--- src/rtl/edge_period_meter_pkg.sv ---
// ------------------------------------------------------------------
// edge_period_meter_pkg : shared types and states for the period meter
// Rev 1.0
// ------------------------------------------------------------------
`default_nettype none

package edge_period_meter_pkg;

  typedef logic        bool;
  typedef logic [7:0]  uint8_t;
  typedef logic [15:0] uint16_t;

  typedef enum logic [0:0] {
    SEEK    = 1'b0,
    MEASURE = 1'b1
  } meter_state_t;

  localparam bool true  = 1'b1;
  localparam bool false = 1'b0;

endpackage

`default_nettype wire

--- src/rtl/edge_period_meter_edge_detect.sv ---
// ------------------------------------------------------------------
// edge_detect : registers the previous input sample, flags rise / fall
// Rev 1.0
// ------------------------------------------------------------------
`default_nettype none

module edge_detect
  import edge_period_meter_pkg::*;
(
  input  logic clk,
  input  logic rst,
  input  logic din,
  output bool  rise,
  output bool  fall,
  output logic prev
);

  // The history register keeps tracking din even while measurement is disabled.
  always_ff @(posedge clk) begin
    if (rst) begin
      prev <= 1'b0;
    end else begin
      prev <= din;
    end
  end

  assign rise = din & ~prev;
  assign fall = ~din & prev;

endmodule

`default_nettype wire

--- src/rtl/edge_period_meter.sv ---
// ------------------------------------------------------------------
// edge_period_meter : saturating period / high-time meter, one-slot output
// Rev 1.0
// ------------------------------------------------------------------
`default_nettype none

module edge_period_meter
  import edge_period_meter_pkg::*;
#(
  parameter int W   = 16,
  parameter int OVW = 8
) (
  input  logic           clk,
  input  logic           rst,
  input  logic           en,
  input  logic           din,
  output logic           out_valid,
  input  logic           out_ready,
  output logic [W-1:0]   out_period,
  output logic [W-1:0]   out_high,
  output logic           out_sat,
  output logic [OVW-1:0] overrun
);

  localparam logic [W-1:0]   MAXC    = {W{1'b1}};
  localparam logic [W-1:0]   CNT_ONE = {{(W-1){1'b0}}, 1'b1};
  localparam logic [OVW-1:0] OV_MAX  = {OVW{1'b1}};
  localparam logic [OVW-1:0] OV_ONE  = {{(OVW-1){1'b0}}, 1'b1};

  bool          rise;
  bool          fall;
  logic         prev_din;
  logic         unused_edge;

  meter_state_t state, state_d;
  logic [W-1:0] cnt, cnt_d;
  logic [W-1:0] hcnt, hcnt_d;
  logic         sat, sat_d;
  bool          capture;
  logic         slot_free;

  edge_detect u_edge_detect (
    .clk  (clk),
    .rst  (rst),
    .din  (din),
    .rise (rise),
    .fall (fall),
    .prev (prev_din)
  );

  assign unused_edge = fall ^ prev_din;

  always_ff @(posedge clk) begin
    if (rst) begin
      state <= SEEK;
      cnt   <= '0;
      hcnt  <= '0;
      sat   <= 1'b0;
    end else begin
      state <= state_d;
      cnt   <= cnt_d;
      hcnt  <= hcnt_d;
      sat   <= sat_d;
    end
  end

  always_comb begin
    state_d = state;
    cnt_d   = cnt;
    hcnt_d  = hcnt;
    sat_d   = sat;
    capture = false;
    if (!en) begin
      state_d = SEEK;
      cnt_d   = '0;
      hcnt_d  = '0;
      sat_d   = 1'b0;
    end else begin
      case (state)
        SEEK: begin
          // First rise only establishes the reference point.
          if (rise) begin
            state_d = MEASURE;
            cnt_d   = CNT_ONE;
            hcnt_d  = CNT_ONE;
            sat_d   = 1'b0;
          end
        end
        MEASURE: begin
          if (rise) begin
            capture = true;
            cnt_d   = CNT_ONE;
            hcnt_d  = CNT_ONE;
            sat_d   = 1'b0;
          end else begin
            if (cnt == MAXC) begin
              sat_d = 1'b1;
            end else begin
              cnt_d = cnt + CNT_ONE;
            end
            if (din) begin
              if (hcnt == MAXC) begin
                sat_d = 1'b1;
              end else begin
                hcnt_d = hcnt + CNT_ONE;
              end
            end
          end
        end
        default: state_d = SEEK;
      endcase
    end
  end

  assign slot_free = ~out_valid | out_ready;

  // A capture into a draining slot replaces the data without a bubble.
  always_ff @(posedge clk) begin
    if (rst) begin
      out_valid  <= 1'b0;
      out_period <= '0;
      out_high   <= '0;
      out_sat    <= 1'b0;
      overrun    <= '0;
    end else if (capture) begin
      if (slot_free) begin
        out_valid  <= 1'b1;
        out_period <= cnt;
        out_high   <= hcnt;
        out_sat    <= sat;
      end else if (overrun != OV_MAX) begin
        overrun <= overrun + OV_ONE;
      end
    end else if (out_valid && out_ready) begin
      out_valid <= 1'b0;
    end
  end

endmodule

`default_nettype wire
--- config.mk ---
export PLATFORM = sky130hd
export DESIGN_NAME = edge_period_meter
export DESIGN_NICKNAME = d
export VERILOG_FILES = /design/src/rtl/edge_period_meter_pkg.sv /design/src/rtl/edge_period_meter_edge_detect.sv /design/src/rtl/edge_period_meter.sv
export SDC_FILE = /design/constraint.sdc
export NUM_CORES = 1
export LEC_CHECK = 0
export CORE_UTILIZATION = 45
export CTS_CLUSTER_SIZE = 28
export DETAILED_ROUTE_END_ITERATION = 12
export DONT_BUFFER_PORTS = 1
export GPL_TIMING_DRIVEN = 1
export SLEW_MARGIN = 5
export SYNTH_ARGS = -nofsm -noshare
export SYNTH_HDL_FRONTEND = slang
export SYNTH_SLANG_ARGS = --single-unit
--- constraint.sdc ---
create_clock -name clk -period 1.8 [get_ports clk]
set_input_delay 0.18 -clock clk [delete_from_list [all_inputs] [get_ports clk]]
set_output_delay 0.18 -clock clk [all_outputs]
set_load 0.05 [all_outputs]
==> metrics.txt, run 1 <==
Final Max Slew Viols=0; Synth area leader=dfxtp_1; RD Place Congestion=0.8738; Post-Syn Nets=406; Setup TNS=0 ps; ys async rst share=0%; RSZ-0062 raised after global routing=false; # nets final=446; Max Cap Viol=0; Pwr Density=830.3 nW/um^2; Post-synth EDFFs=0; Post-Syn Area=3327 sq um; worst-margin pin slew=526.2 ps; final cell count without fillers=539; CP Class=reg -> reg; sequential area share after synthesis=46.33%; CTS tree=done; setup bufs post-CTS=0; crit share post-route=94.09%; post-synth top area share=46.33%; CP max FO=9; clk buf depth=2; Num CTS Buffers=9; Worst setup SP type=flip-flop; Leak=1.397 nW; H-tree depth=3; Post-DP HPWL=5.686 mm; Die H=87.99 um; f_max=590.4 MHz; final hold slack=56.59 ps; setup ws final=106.3 ps; register area=1541 sq um; die width=87.99 um; distinct cell type count after synthesis=47; Peak VDD IR=0.0004280 V; DP Area=3707 sq um; core box area=6982 sq um; placed cell count=521; area of the multi-input gates=1705 sq um; commonest cells after routing, fill and taps aside=nand2_1 (91), dfxtp_1 (77), a21oi_1 (46), buf_4 (46), nor2_1 (29); Clock transition at path regs=80 ps; Worst-Skew Late Latency=350 ps; CP Capture Type=flip-flop; synthesized flop and latch total=77; Final Hold Viols=0; # rows=30; initial DRC count=152; vias in the first global route=2763; minimum clock period=1694 ps; DR DRC count=0; average size of a mapped cell=8.359 sq um; most common cell after layout, fill and taps aside=nand2_1; HP Class=in -> reg; first-pass GRT wire length=12.94 mm; Post-Synthesis Cells=398; Avg Vias per Cell=5.416; layout filler cell count=668; GRT overflow=0; critical path required time=2080 ps; starting density of the core=47.65%; yosys warns=0; Antenna Nets Post-Route=0; Critical Path AT=1970 ps; root buffer cell=clkbuf_8; DR vias=2919; cell area after layout=3990 sq um; WL/cell=14.86 um; final setup violation count=0; clock skew=9.034 ps; I/O Buffers=0; Synth area leaders=dfxtp_1 (46%), nand2_1 (10%), a21oi_1 (6.9%); initial antenna violation count=0; # diodes=0; Total Wirelength=8.008 mm; pre-CTS setup slack=79.02 ps; Die ar.=7741 sq um; gr usage total=21.86%; Slew HR=64.87%; Syn-to-layout area delta=19.93%; CTS Sinks=77; outcome=finished clean; Post-synth top flop=dfxtp_1; layout cell share with drive strength beyond 1=18.06%; largest net degree at the start of global routing=44; # IOs=47; DRT Pass-1 Iters=4
[through the flow]
| stage | utilization (%) | total power [mW] |
|---|---|---|
| 3_3_place_gp | 53.10 | 1.834 |
| 3_5_place_dp | 53.10 | 1.835 |
| 4_1_cts | 56.86 | 3.343 |
| 2_1_floorplan | - | 1.815 |
| 5_1_grt | 57.15 | 3.427 |
| 6_report | 57.15 | 3.313 |
[where the power goes]
group | internal [mW] | switching [mW] | total (mW)
registers | 1.71 | 0.00647 | 1.71
logic | 0.0357 | 0.0705 | 0.106
clock network | 0.859 | 0.634 | 1.49
total | 2.60 | 0.711 | 3.31
[routing by layer]
layer / track usage (%) / vias up / wire, um
met5: 0 / - / 0
met4: 8.197 / 0 / 97
met3: 5.184 / 10 / 432
met2: 35.94 / 68 / 3746
met1: 27.82 / 1367 / 3732
li1: - / 1474 / -
[Yosys cell counts (3+ instances only)]
cell / number
o31ai_1: 4
nor2b_1: 3
nor3_1: 6
nand2b_1: 5
inv_1: 4
and2_1: 4
ha_1: 3
a21oi_1: 46
or4_1: 8
o211ai_1: 6
a211oi_1: 4
nand4_1: 6
o311ai_0: 3
buf_2: 5
xnor2_1: 7
and3_1: 5
o2111ai_1: 6
and4_1: 4
clkbuf_1: 11
nand2_1: 91
dfxtp_1: 77
o21ai_0: 6
nand3_1: 13
nor2_1: 30
xor2_1: 15
[area by class of cell]
class	count	area share [%]
Multi-Input combinational cell	298	42.74
Sequential cell	77	38.63
Timing Repair Buffer	48	9.407
Clock buffer	11	3.794
Tap cell	96	3.010
Clock inverter	5	2.038
Inverter	4	0.3763
[worst max-delay path, stage by stage (launching register included)]
cell     delay [ps]
dfxtp_1         400
and4b_2         360
o211a_4         210
nand4_2         170
or3_1           340
a21oi_1         150
[state kept, by name, indices dropped and copies added (netlist names)]
name and flops:
cnt 16, hcnt 16, out_high 16, out_period 16, overrun 8, out_sat 1
out_valid 1, sat 1, state 1, u_edge_detect.prev 1
[timing repair]
item                                    in CTS  in global routing
resized for setup                            0                  9
hold endpoints to repair                    43                  0
hold buffers                                 2                  0
endpoints found under the setup margin       0                 16
[path summary, 6_finish.rpt]
check                                     start                        to  slack [ps]  depth (start not counted)
setup / recovery  u_edge_detect.prev$_SDFF_PP0_   overrun[7]$_SDFFE_PP0P_         110                          5
hold / removal                        out_ready    out_valid$_SDFFE_PP0P_          60                          2
hold reg to reg        out_high[6]$_SDFFE_PP0P_  out_high[6]$_SDFFE_PP0P_         460                          2
setup reg to reg  u_edge_detect.prev$_SDFF_PP0_   overrun[7]$_SDFFE_PP0P_         110                          5
[logic make-up (layout without fill, tap and decap cells)]
logic type	after synthesis	after routing	share of synthesized area (%)
multiplexers	2	2	0.6393
AND/OR/NAND/NOR	189	189	27.68
AO/OA/AOI/OAI	82	82	15.34
flip-flops	77	77	46.33
buffers and inverters	23	68	3.084
adder cells (fa/ha/maj)	3	3	1.128
XOR/XNOR	22	22	5.792
No activity file was read; power rests on OpenSTA's default activity.
==> run 2, diff against run 1 <==
Settings changed: CAP_MARGIN from default to 20.
==> results of run 2 <==
Same layout as run 1: the final DEF is identical, and so are final timing and power.
